### src/rtl/counter_cell_scheduler.sv
// Counter-cell request latching and fixed-priority scheduler for involuntary counters.
// Optional macro CHAIN_OVF_EN: an overflow on channel k chains a plus request into k+1.
module counter_cell_scheduler #(
  parameter int               NCHAN     = 32,
  parameter int               ADDRW     = 6,
  parameter logic [ADDRW-1:0] BASE_ADDR = ADDRW'(6'o24)
) (
  input  logic             clk,
  input  logic             rst,
  input  logic [NCHAN-1:0] req_plus,
  input  logic [NCHAN-1:0] req_minus,
  input  logic             inhibit,
  input  logic             serv_ack,
  input  logic             serv_done,
  input  logic             ovf_in,
  output logic             serv_req,
  output logic [ADDRW-1:0] cad,
  output logic             cinc_plus,
  output logic             cinc_minus,
  output logic [NCHAN-1:0] pend,
  output logic             busy
);

  localparam int CHW = (NCHAN > 1) ? $clog2(NCHAN) : 1;

  localparam logic [1:0] S_IDLE = 2'd0;
  localparam logic [1:0] S_REQ  = 2'd1;
  localparam logic [1:0] S_SERV = 2'd2;

  logic [1:0]       state;
  logic [CHW-1:0]   gch;
  logic             gplus;
  logic [NCHAN-1:0] pend_p, pend_m, clr, chain_set;
  logic [CHW-1:0]   win;
  logic             win_plus;
  logic             done_fire;

  assign pend = pend_p | pend_m;

  // Done only counts once the sequencer has accepted the request (ack may coincide).
  assign done_fire = ((state == S_SERV) && serv_done) ||
                     ((state == S_REQ) && serv_ack && serv_done);

  always_comb begin
    win      = '0;
    win_plus = 1'b0;
    for (int i = NCHAN - 1; i >= 0; i--) begin
      if (pend[i]) begin
        win      = CHW'(i);
        win_plus = pend_p[i];
      end
    end
  end

  always_comb begin
    clr = '0;
    for (int i = 0; i < NCHAN; i++)
      clr[i] = done_fire && (gch == CHW'(i));
  end

`ifdef CHAIN_OVF_EN
  always_comb begin
    chain_set = '0;
    for (int i = 1; i < NCHAN; i++)
      chain_set[i] = done_fire && ovf_in && (gch == CHW'(i - 1));
  end
`else
  logic unused_ovf;
  assign unused_ovf = ovf_in;
  assign chain_set  = '0;
`endif

  for (genvar g = 0; g < NCHAN; g++) begin : g_cell
    logic p_q, m_q, np, nm;
    // Clear happens before set so a request coinciding with done survives.
    always_comb begin
      np = (p_q & ~clr[g]) | req_plus[g] | chain_set[g];
      nm = (m_q & ~clr[g]) | req_minus[g];
    end
    always_ff @(posedge clk) begin
      if (rst) begin
        p_q <= 1'b0;
        m_q <= 1'b0;
      end else begin
        p_q <= np & ~nm;
        m_q <= nm & ~np;
      end
    end
    assign pend_p[g] = p_q;
    assign pend_m[g] = m_q;
  end

  always_ff @(posedge clk) begin
    if (rst) begin
      state <= S_IDLE;
      gch   <= '0;
      gplus <= 1'b0;
      cad   <= BASE_ADDR;
    end else begin
      case (state)
        S_IDLE: if (|pend && !inhibit) begin
          state <= S_REQ;
          gch   <= win;
          gplus <= win_plus;
          cad   <= BASE_ADDR + ADDRW'(win);
        end
        S_REQ:  if (serv_ack) state <= serv_done ? S_IDLE : S_SERV;
        S_SERV: if (serv_done) state <= S_IDLE;
        default: state <= S_IDLE;
      endcase
    end
  end

  assign serv_req   = (state == S_REQ);
  assign busy       = (state == S_REQ) || (state == S_SERV);
  assign cinc_plus  = busy & gplus;
  assign cinc_minus = busy & ~gplus;

endmodule

### config.mk
export PLATFORM = sky130hd
export DESIGN_NAME = counter_cell_scheduler
export DESIGN_NICKNAME = d
export VERILOG_FILES = /design/src/rtl/counter_cell_scheduler.sv
export SDC_FILE = /design/constraint.sdc
export NUM_CORES = 1
export LEC_CHECK = 0
export CORE_UTILIZATION = 48
export CTS_BUF_LIST = sky130_fd_sc_hd__clkbuf_4 sky130_fd_sc_hd__clkbuf_8 sky130_fd_sc_hd__clkbuf_16
export DETAILED_ROUTE_END_ITERATION = 10
export GPL_ROUTABILITY_DRIVEN = 1
export HOLD_SLACK_MARGIN = 0.03
export MAX_ROUTING_LAYER = met4
export PLACE_DENSITY = 0.82
export SLEW_MARGIN = 20
export SYNTH_ARGS = -nofsm -noshare
export SYNTH_HDL_FRONTEND = slang
export SYNTH_SLANG_ARGS = --single-unit
export TNS_END_PERCENT = 1
### constraint.sdc
create_clock -name clk -period 3.3 [get_ports clk]
set_clock_uncertainty 0.2 [all_clocks]
set_input_delay 0.99 -clock clk [delete_from_list [all_inputs] [get_ports clk]]
set_output_delay 0.99 -clock clk [all_outputs]
set_load 0.02 [all_outputs]
==> results of run 1 <==
final cells by class:
type | instances | share of cell area
Tap cell | 102 | 0.0241
Sequential cell | 76 | 0.287
Inverter | 22 | 0.0156
Multi-Input combinational cell | 363 | 0.421
Timing Repair Buffer | 117 | 0.217
Clock inverter | 6 | 0.0104
Clock buffer | 10 | 0.0248
report_power, final:
part / switching [mW] / total [mW] / internal (mW)
logic: 0.290 / 0.592 / 0.302
clock network: 0.340 / 0.692 / 0.351
registers: 0.0600 / 1.03 / 0.968
total: 0.690 / 2.31 / 1.62
worst max-delay path, cell delays in order (launching register included):
cell	delay, ps
dfxtp_1	360
inv_1	70
ha_1	300
nor2b_1	140
clkdlybuf4s50_1	610
registers in the layout (all words and copies together) (netlist names):
signal and flops:
gplus 1, g_cell.m_q 32, state 2, g_cell.p_q 32, cad 6, gch 3
cell families (layout without fill, tap and decap cells):
kind of cell               count (synthesis)  after routing  share of synthesized area
adders and majority gates                  4              4                     0.0128
xor gates and xnor gates                   1              1                    0.00225
AOI/OAI and AO/OA                        129            129                      0.193
DFF                                       76             76                      0.390
and+or+nand+nor                          229            229                      0.363
buffers and inverters                     36            155                     0.0385
layout by cell type (no fill, tap or decap), types with 5 or more instances in the layout:
| cell | count |
|---|---|
| buf_4 | 7 |
| a21oi_1 | 85 |
| nor2b_1 | 7 |
| clkinv_2 | 5 |
| nand2_1 | 49 |
| nor4_2 | 5 |
| or2_2 | 26 |
| nor2_1 | 26 |
| clkdlybuf4s50_1 | 109 |
| nand2b_1 | 7 |
| clkbuf_8 | 9 |
| nor3_1 | 12 |
| dfxtp_1 | 76 |
| o21ai_0 | 9 |
| nor3b_1 | 64 |
| nor4_1 | 11 |
| inv_1 | 22 |
cells in the mapped netlist, types with 7 or more instances:
| master | count |
|---|---|
| o21ai_0 | 9 |
| nor3b_1 | 64 |
| clkbuf_1 | 11 |
| nor3_1 | 12 |
| or2_2 | 26 |
| a21oi_1 | 85 |
| nor2b_1 | 7 |
| nor2_1 | 26 |
| nand2_1 | 49 |
| inv_1 | 22 |
| nor4_1 | 11 |
| dfxtp_1 | 76 |
| nand2b_1 | 7 |
per-stage QoR:
stage | hold slack, ps | utilization | setup WS, ps
floorplan | 244 | - | 960
global route | 309 | 0.678 | 172
finish | 278 | 0.678 | 275
CTS | 284 | 0.678 | 254
detailed placement | 274 | 0.654 | 252
global placement | 243 | 0.654 | 349
worst paths after layout:
| kind | startpoint | to | slack, ps | depth (start not counted) |
|---|---|---|---|---|
| setup / recovery | state[0]$_SDFFE_PP0P_ | cinc_minus | 270 | 4 |
| hold reg to reg | cad[3]$_SDFFE_PP0P_ | cad[3]$_SDFFE_PP0P_ | 280 | 2 |
| hold / removal | cad[3]$_SDFFE_PP0P_ | cad[3]$_SDFFE_PP0P_ | 280 | 2 |
| setup reg to reg | g_cell[30].m_q$_SDFF_PP0_ | cad[2]$_SDFFE_PP1P_ | 620 | 6 |
routing by layer:
metal  GRT usage  routed length (um)  vias up
met3      0.0622                 717       38
met5           -                   0        -
met2       0.465                5610      151
met4       0.129                 388        0
li1            -                   -     1950
met1       0.344                4870     1860
==> flow_summary.json, run 1 <==
{
  "synth.distinct_cells": 50,
  "vias": 3999,
  "post_cts_buffers": 0,
  "syn-cell-area_um2": 3900,
  "vdd_drop_max_mv": 0.351,
  "p_per_area_nw_per_um2": 436,
  "final_antenna_net_count": 0,
  "cts-resized-gates": 0,
  "cts-buffers-inserted": 9,
  "drv_cap": 0,
  "port_buffers": 110,
  "drt_wl_total_mm": 11.6,
  "synth_ff_type": "dfxtp_1",
  "grt_max_degree": 32,
  "setup_tns_ps": 0,
  "critical_path_class": "reg2out",
  "p_leak_nw": 1.96,
  "relSlewSlack": 0.387,
  "ios": 112,
  "synth_edf_count": 0,
  "worstSkewPairLatency_ps": 350,
  "die-width_um": 92.1,
  "core_um2": 7810,
  "crit_path_start_kind": "flop",
  "clkSinkCount": 76,
  "seq_area_um2": 1520,
  "cts.reportedPaths.clkPinSlew_ps": 80,
  "gr-total-overflow": 0,
  "drive_above_1_share": 0.106,
  "ys_warn_count": 0,
  "total_power_mw": 2.31,
  "cp_max_fo": 3,
  "worst_slew_pin_slew_ps": 918,
  "crit_required_ps": 2110,
  "antenna_cells": 0,
  "antenna_found_initial": 0,
  "cp-end-kind": "output port",
  "synth_cells": 475,
  "drv_slew": 0,
  "place_congestion": 0.887,
  "hpwl_mm": 9.00,
  "syn_to_final_growth_pct": 35.8,
  "fin_nets": 663,
  "fill_cells": 677,
  "fp.dieArea_um2": 8490,
  "cts_tree": "yes",
  "rows": 32,
  "dp_cells": 680,
  "design_area_um2": 5300,
  "first_global_vias": 3867,
  "syn_area_per_cell_um2": 8.21,
  "first_pass_iters": 5,
  "syn_nets": 549,
  "place_area_um2": 5110,
  "yosysTopAreaCellShare": 0.390,
  "synthTopCellsByArea": "dfxtp_1 (39%), nor3b_1 (12%), a21oi_1 (11%)",
  "min_path_type": "reg2reg",
  "synthArstFlopShare": 0,
  "clockRootBuffer": "clkbuf_8",
  "drc": 0,
  "wl_per_cell_um": 16.6,
  "cts_buffer_depth": 2,
  "htreeDepth": 3,
  "setup_viol": 0,
  "dr.first_iter.drc_count": 200,
  "synth.largest_area_cell": "dfxtp_1",
  "finalCritPeriodShare": 0.917,
  "hold_viol": 0,
  "rsz0062_at_grt": "no",
  "min_period_ps": 3030,
  "outcome": "complete, no violations",
  "multi_input_area_um2": 2230,
  "cts_hold_buf": 0,
  "track_usage": 0.288,
  "fmax_ghz": 0.331,
  "die_y_um": 92.1,
  "vias_per_cell": 5.75,
  "stdcell_count": 696,
  "crit_arrival_ps": 1840,
  "start_util": 0.500,
  "grt_first_pass_wirelength_mm": 18.3,
  "synth-seq-cells": 76,
  "synth_seq_area_share": 0.390
}
(Power assumes the default switching activity.)
==> inputs of run 2 (changes only) <==
--- a/config.mk
+++ b/config.mk
@@ -5,13 +5,12 @@
 export SDC_FILE = /design/constraint.sdc
 export NUM_CORES = 1
 export LEC_CHECK = 0
-export CORE_UTILIZATION = 48
+export CORE_UTILIZATION = 45
 export CTS_BUF_LIST = sky130_fd_sc_hd__clkbuf_4 sky130_fd_sc_hd__clkbuf_8 sky130_fd_sc_hd__clkbuf_16
 export DETAILED_ROUTE_END_ITERATION = 10
 export GPL_ROUTABILITY_DRIVEN = 1
-export HOLD_SLACK_MARGIN = 0.03
 export MAX_ROUTING_LAYER = met4
-export PLACE_DENSITY = 0.82
+export PLACE_DENSITY = 0.77
 export SLEW_MARGIN = 20
 export SYNTH_ARGS = -nofsm -noshare
 export SYNTH_HDL_FRONTEND = slang
==> run 2 against run 1 <==
Compared with the run above: cell count increased by 0.29%; clock-buffer cell count decreased by 1; sequential power about the same; critical path depth unchanged; non-clock buffer count decreased by 1; hold slack got worse by 20 ps; final area increased by 1.1%; utilization decreased by 3.3 points; sequential cell count unchanged; die area increased by 6.5%; sequential share of layout area decreased by 0.31 points; global-route usage decreased by 1.2 points; largest power group unchanged.
==> flow_summary.json, run 2 (synthesis results as in run 1) <==
{
  "cts.reportedPaths.clkPinSlew_ps": 80,
  "first_pass_iters": 5,
  "r2r-start": "g_cell[11].p_q$_SDFF_PP0_",
  "gr-total-overflow": 0,
  "wl_per_cell_um": 16.5,
  "p_leak_nw": 1.98,
  "hp-start": "cad[3]$_SDFFE_PP0P_",
  "min_period_ps": 3030,
  "whs_path_depth": 2,
  "cp-end-kind": "output port",
  "finalCritPeriodShare": 0.917,
  "cts-resized-gates": 0,
  "port_buffers": 110,
  "vias_per_cell": 5.73,
  "p_per_area_nw_per_um2": 467,
  "grt_max_degree": 43,
  "final_antenna_net_count": 0,
  "dr.first_iter.drc_count": 200,
  "final_common_cell": "clkdlybuf4s50_1",
  "timing.rr.end": "cad[2]$_SDFFE_PP1P_",
  "track_usage": 0.276,
  "relSlewSlack": 0.431,
  "rows": 33,
  "fin_nets": 662,
  "crit_required_ps": 2110,
  "clkSinkCount": 76,
  "min_path_type": "reg2reg",
  "fp.dieArea_um2": 9040,
  "setup_viol": 0,
  "clockRootBuffer": "clkbuf_8",
  "hold_viol": 0,
  "rsz0062_at_grt": "no",
  "grt_first_pass_wirelength_mm": 18.4,
  "hpwl_mm": 9.00,
  "start_util": 0.470,
  "place_area_um2": 5100,
  "ios": 112,
  "worstSkewPairLatency_ps": 360,
  "drv_cap": 0,
  "reg.largest.list": "g_cell.m_q: 32 flops, g_cell.p_q: 32 flops, cad: 6 flops",
  "htreeDepth": 3,
  "place_congestion": 0.875,
  "crit_arrival_ps": 1840,
  "reg2regPathDepth": 6,
  "critical_path_class": "reg2out",
  "cts_tree": "yes",
  "die-width_um": 95.1,
  "vdd_drop_max_mv": 0.227,
  "holdWs_ps": 258,
  "drv_slew": 0,
  "fill_cells": 732,
  "vias": 3997,
  "cts-buffers-inserted": 9,
  "fmax_ghz": 0.330,
  "ff2ff_setup_slack_ps": 560,
  "setup_tns_ps": 0,
  "core_um2": 8300,
  "crit_path_start_kind": "flop",
  "worst_slew_pin_slew_ps": 852,
  "antenna_cells": 0,
  "cp_max_fo": 3,
  "drc": 0,
  "final_cell_mix": "clkdlybuf4s50_1 (109), a21oi_1 (85), dfxtp_1 (76)",
  "design_area_um2": 5350,
  "hold_end": "cad[3]$_SDFFE_PP0P_",
  "syn_to_final_growth_pct": 37.2,
  "antenna_found_initial": 0,
  "first_global_vias": 3860,
  "cts_buffer_depth": 2,
  "outcome": "complete, no violations",
  "drt_wl_total_mm": 11.5,
  "cts_hold_buf": 0,
  "die_y_um": 95.1,
  "post_cts_buffers": 0,
  "drive_above_1_share": 0.105
}
==> run 2: cell types whose count changed in the layout (fill, tap and decap cells not counted), sizes merged <==
cell / previous run / this run
clkbuf: 10 / 9
bufinv: 1 / 3
buf: 8 / 7
clkinvlp: 0 / 1
clkinv: 5 / 2
inv: 22 / 23
==> run 2: layout make-up <==
cell class	count	area, um2	area share
sequential	76	1520	0.284
tap	105	131	0.0245
inverter	22	82.6	0.0154
clock inverter	7	124	0.0231
multi-input combinational	363	2230	0.416
timing repair buffer	116	1140	0.213
clock buffer	9	124	0.0231
==> run 2: power breakdown <==
part           switching, mW  total, mW  internal, mW
clock network          0.374      0.881         0.507
logic                  0.292      0.592         0.300
registers             0.0589       1.03         0.968
total                  0.725       2.50          1.77
==> run 2: how the worst max path moves through the flow <==
stage | from | to | slack, ps | depth (start not counted)
CTS | state[0]$_SDFFE_PP0P_ | cinc_minus | 250 | 4
finish | state[0]$_SDFFE_PP0P_ | cinc_minus | 270 | 4
global route | state[0]$_SDFFE_PP0P_ | cinc_minus | 180 | 4
detailed placement | serv_ack | g_cell[21].p_q$_SDFF_PP0_ | 250 | 7
floorplan | state[0]$_SDFFE_PP0P_ | cinc_minus | 960 | 3
global placement | serv_ack | g_cell[2].p_q$_SDFF_PP0_ | 330 | 7
==> run 2: per-stage QoR <==
stage / power (mW) / worst slack [ps] / utilization / instances
2_1_floorplan: 1.38 / 960 / - / 475
3_3_place_gp: 1.62 / 333 / 0.615 / 682
3_5_place_dp: 1.63 / 245 / 0.615 / 682
4_1_cts: 2.50 / 255 / 0.645 / 698
5_1_grt: 2.61 / 182 / 0.645 / 698
6_report: 2.50 / 274 / 0.645 / 698
==> run 2: metal layers <==
| layer | global-route usage | vias to the layer above | part of all wire |
|---|---|---|---|
| met2 | 0.448 | 128 | 0.49 |
| met4 | 0.115 | 0 | 0.026 |
| met3 | 0.0463 | 25 | 0.045 |
| met5 | - | - | 0 |
| met1 | 0.337 | 1899 | 0.43 |
| li1 | - | 1945 | - |
==> run 2: critical path: stages, from the launching register on <==
cell	delay, ps
dfxtp_1	360
inv_1	70
ha_1	320
nor2b_1	130
clkdlybuf4s50_1	600
==> edit 1: new RTL, settings of run 1 <==
The option `CHAIN_OVF_EN` is turned on by a define.
--- a/src/rtl/counter_cell_scheduler.sv
+++ b/src/rtl/counter_cell_scheduler.sv
@@ -1,5 +1,7 @@
 // Counter-cell request latching and fixed-priority scheduler for involuntary counters.
 // Optional macro CHAIN_OVF_EN: an overflow on channel k chains a plus request into k+1.
+`define CHAIN_OVF_EN
+
 module counter_cell_scheduler #(
   parameter int               NCHAN     = 32,
   parameter int               ADDRW     = 6,
Formal check against the unedited RTL: not equivalent (a bounded check fails within 4 cycles, from zero or initial values and one cycle with rst high).
==> edit 1 against run 1 <==
- the run now ends with DRC left
- total power grew 9.6%
- global-route usage grew 0.82 points
- design area grew 11%
- die area grew 13%
- via count grew 15%
- highest routed layer unchanged
- critical path type unchanged
- clock power grew 16%
- maximum frequency shrank 1.9%
- synthesized cell count grew 12%
- wire length grew 20%
- count of clock-buffer cells in the layout is the same
- worst setup slack lost 0.058 ns
- sequential cell count is the same
- critical endpoint is now cad[0]
- area after synthesis grew 14%
- largest cell class unchanged
==> edit 1: results (changes against run 1) <==
| Metric | Value |
|---|---|
| Status | `complete, but fails checks` |
| Failing checks | `DRC` |
| # DRC | `6 (+6)` |
| Max Fanout on Critical Path | `13 (+10)` |
| Post-synthesis sequential area ratio | `0.343 (-0.0468)` |
| CP max stage delay | `0.79 ns (+0.18 ns)` |
| R2R Path Start | `cad[0]$_SDFFE_PP0P_` |
| Post-synth cell types | `58 (+16%)` |
| Post-synthesis mux area share | `0.00903 (+0.00903)` |
| Int Power | `1.74 mW (+7.2%)` |
| CP delay by family, top | `flip-flops` |
| Gp weighted congestion | `0.932 (+5.1%)` |
| Post-synth top cells | `dfxtp_1, a21oi_1, nand2_1` |
| Arrival time worst endpoint | `1.89 ns (+0.05 ns)` |
| Avg WL per Cell | `18.4 um (+11%)` |
| NumNets Final | `715 (+7.8%)` |
| Vias in the first global route | `4,355 (+13%)` |
| Compound-Gate Fraction of Synth Area | `0.228 (+0.0341)` |
| Fill cells | `760 (+12%)` |
| Synth Area in XOR/XNOR | `0.00198 (-0.000269)` |
| Clk pwr share | `0.317 (+0.018)` |
| Post-DP HPWL | `10.3 mm (+14%)` |
| # port buffers | `111 (+0.91%)` |
| Top cells by area, synth | `dfxtp_1, nor3b_1, a21oi_1, nand2_1, nor2_1` |
| Gr usage total | `0.296 (+0.00820)` |
| Max VDD drop | `200 uV (-43%)` |
| Share of cells above drive strength 1 | `0.133 (+0.0271)` |
| DP Area | `5660 um^2 (+11%)` |
| First-pass GRT wire length | `21.6 mm (+18%)` |
| Adder-cell share of the synthesized area | `0.0113 (-0.00154)` |
## edit 1: worst register-to-register path: stages, from the launching register on
cell	delay, ns
dfxtp_1	0.79
inv_1	0.17
nor2_1	0.57
buf_4	0.27
nand2_1	0.08
a21oi_1	0.20
nor3b_1	0.24
## edit 1: per-stage QoR
stage          setup slack [ns]   util  instances  hold WS, ns
2_1_floorplan             0.761      -        533        0.310
3_3_place_gp              0.154  0.640        738        0.286
3_5_place_dp             0.0184  0.640        738        0.313
4_1_cts                   0.222  0.665        754        0.333
5_1_grt                   0.152  0.665        754        0.358
6_report                  0.217  0.665        754        0.329
## edit 1: routing by layer
| metal | vias up | routed length (um) | global-route usage |
|---|---|---|---|
| li1 | 2175 | - | - |
| met1 | 2142 | 5580 | 0.351 |
| met2 | 221 | 6510 | 0.478 |
| met3 | 48 | 1300 | 0.0694 |
| met4 | 0 | 505 | 0.127 |
| met5 | - | 0 | - |
## edit 1: worst max path at each step
stage	from	endpoint	slack, ns	cells past startpoint
6_report	cad[0]$_SDFFE_PP0P_	cad[0]	0.22	1
5_1_grt	state[0]$_SDFFE_PP0P_	cinc_minus	0.15	4
4_1_cts	cad[0]$_SDFFE_PP0P_	cad[0]	0.22	1
3_5_place_dp	serv_ack	g_cell[6].m_q$_SDFF_PP0_	0.02	7
3_3_place_gp	serv_ack	g_cell[18].m_q$_SDFF_PP0_	0.15	7
2_1_floorplan	serv_ack	g_cell[18].m_q$_SDFF_PP0_	0.76	7
## edit 1: area by class of cell
class | instances | area [um^2] | area share
clock buffer | 10 | 131 | 0.0223
clock inverter | 6 | 88.8 | 0.0151
inverter | 30 | 113 | 0.0191
multi-input combinational | 401 | 2690 | 0.456
sequential | 76 | 1520 | 0.259
tap | 108 | 135 | 0.0230
timing repair buffer | 123 | 1210 | 0.205
==> edit 2: new RTL, config.mk and constraints of run 1 <==
Made on the original files. Reset style: asynchronous (`rst`), changed in 2 clocked blocks.
--- a/src/rtl/counter_cell_scheduler.sv
+++ b/src/rtl/counter_cell_scheduler.sv
@@ -77,7 +77,7 @@
       np = (p_q & ~clr[g]) | req_plus[g] | chain_set[g];
       nm = (m_q & ~clr[g]) | req_minus[g];
     end
-    always_ff @(posedge clk) begin
+    always_ff @(posedge clk or posedge rst) begin
       if (rst) begin
         p_q <= 1'b0;
         m_q <= 1'b0;
@@ -90,7 +90,7 @@
     assign pend_m[g] = m_q;
   end
 
-  always_ff @(posedge clk) begin
+  always_ff @(posedge clk or posedge rst) begin
     if (rst) begin
       state <= S_IDLE;
       gch   <= '0;
Behaviour: differs if rst is asserted again (counterexample within 4 cycles, from zero or initial values and one cycle with rst high); with rst held inactive, the same outputs for 4 cycles.
==> edit 2 against run 1 <==
- total power increased by 24%
- sequential cell count did not move
- area after synthesis rose by 6.8%
- design area is 5.7% higher
- first-iteration DRC count decreased by 6.0%
- wire length shrank 1.6%
- count of clock-buffer cells in the layout rose by 1
- worst setup slack better by 0.0064 ns
- largest power group unchanged
==> edit 2: results (changes against run 1) <==
| Metric | Value |
|---|---|
| Status | `finished clean` |
| Top cells by area, synth | `dfrtp_1, nor2b_1, a21oi_1, or2_2, nand2_1` |
| Comb. pwr | `1.03 mW (+74%)` |
| Multi-input gate area | `2140 um^2 (-3.8%)` |
| Largest net degree at the start of global routing | `48 (+50%)` |
| Die Span X | `95.2 um (+3.3%)` |
| Avg WL per Cell | `16.3 um (-1.8%)` |
| R2R Path Start | `g_cell[24].m_q$_DFF_PP0_` |
| Adder-cell share of the synthesized area | `0.0120 (-0.000817)` |
| Endpoint of the worst hold path | `cad[4]$_DFFE_PP1P_` |
| Post-Synthesis Cells | `465 (-2.1%)` |
| Ys async rst share | `1.00 (+1.00)` |
| Static leakage | `2.38 nW (+21%)` |
| Share of cells above drive strength 1 | `0.108 (+0.00205)` |
| R2R Setup Slk | `0.54 ns (-0.08 ns)` |
| Max transition margin | `0.455 (+0.0687)` |
| Multi-input combinational gate total | `362 (-0.28%)` |
| Hold Crit Depth | `2 (unchanged)` |
| Final Hold Viols | `0 (unchanged)` |
| Gr usage total | `0.275 (-0.0131)` |
| DR vias/cell | `5.66 (-1.5%)` |
| Place WS | `0.285 ns (+0.0328 ns)` |
| Drt first-iter violations | `188 (-6.0%)` |
| Hold Path Origin | `cad[4]$_DFFE_PP1P_` |
| Syn nets | `539 (-1.8%)` |
| Gp weighted congestion | `0.848 (-4.3%)` |
| Sequential fraction of design power | `0.411 (-0.034)` |
| Final WL | `11.4 mm (-1.6%)` |
| Register area | `1900 um^2 (+25%)` |
| Vias in the first global route | `3,905 (+0.98%)` |
| NonClk Buf Share | `0.206 (-0.0107)` |
| Peak Freq | `331 MHz (+0.21%)` |
| Int Power | `1.85 mW (+14%)` |
| CP startpoint | `state[0]$_DFFE_PP0P_` |
| Fin Hold WS | `0.283 ns (+0.00584 ns)` |
| Post-synthesis sequential area ratio | `0.457 (+0.0671)` |
| First-pass GRT wire length | `18.2 mm (-0.53%)` |
| Dpl cells | `681 (+0.15%)` |
| Layout clock area frac | `0.0326 (-0.00256)` |
| Post-CTS Setup Bufs | `0 (unchanged)` |
| Most used flip-flop cell after synthesis | `dfrtp_1` |
| H-tree Lvls | `3 (unchanged)` |
| Synth Area in XOR/XNOR | `0.00210 (-0.000143)` |
| NumNets Final | `661 (-0.30%)` |
| Post-synthesis mux area share | `0.00811 (+0.00811)` |
| FF-to-FF End | `cad[3]$_DFFE_PP0P_` |
| Clk_lat worst skew | `0.35 ns (about the same)` |
| Post-synth cell types | `54 (+8.0%)` |
| Post-synth top cells | `a21oi_1, dfrtp_1, nor2b_1` |
| Type of the worst setup path | `register to primary output` |
| Compound-Gate Fraction of Synth Area | `0.172 (-0.0213)` |
| Fill cells | `653 (-3.5%)` |
| Post-DP HPWL | `8.98 mm (-0.18%)` |
| Non-clock inverter count | `21 (-4.5%)` |
| Synthesis-stage register bit count | `76 (unchanged)` |
| Clock buf count | `11 (+1)` |
| Max VDD drop | `254 uV (-28%)` |
| Critical-path top delay cell | `clkdlybuf4s50_1` |
edit 2: cell count changes after synthesis, sizes merged, moves of 3 or more:
cell | run 1 | this run
a21oi | 85 | 79
or4 | 4 | 11
nand4 | 5 | 2
nand2 | 49 | 43
nor3b | 65 | 1
dfxtp | 76 | 0
clkbuf | 11 | 3
o211ai | 4 | 7
o311ai | 4 | 0
mux2 | 0 | 3
dfrtp | 0 | 74
nor2b | 7 | 74
edit 2: per-layer routing:
| metal | share of wire | GRT usage | routed length (um) |
|---|---|---|---|
| met5 | 0 | - | 0 |
| met4 | 0.029 | 0.117 | 329 |
| met3 | 0.056 | 0.0375 | 641 |
| met2 | 0.48 | 0.432 | 5470 |
| met1 | 0.43 | 0.356 | 4950 |
edit 2: metrics by stage:
step	instance area [um^2]	power [mW]
6_report	5600	2.86
5_1_grt	5600	3.01
4_1_cts	5600	2.86
3_5_place_dp	5410	2.22
3_3_place_gp	5410	2.18
2_1_floorplan	4170	1.79
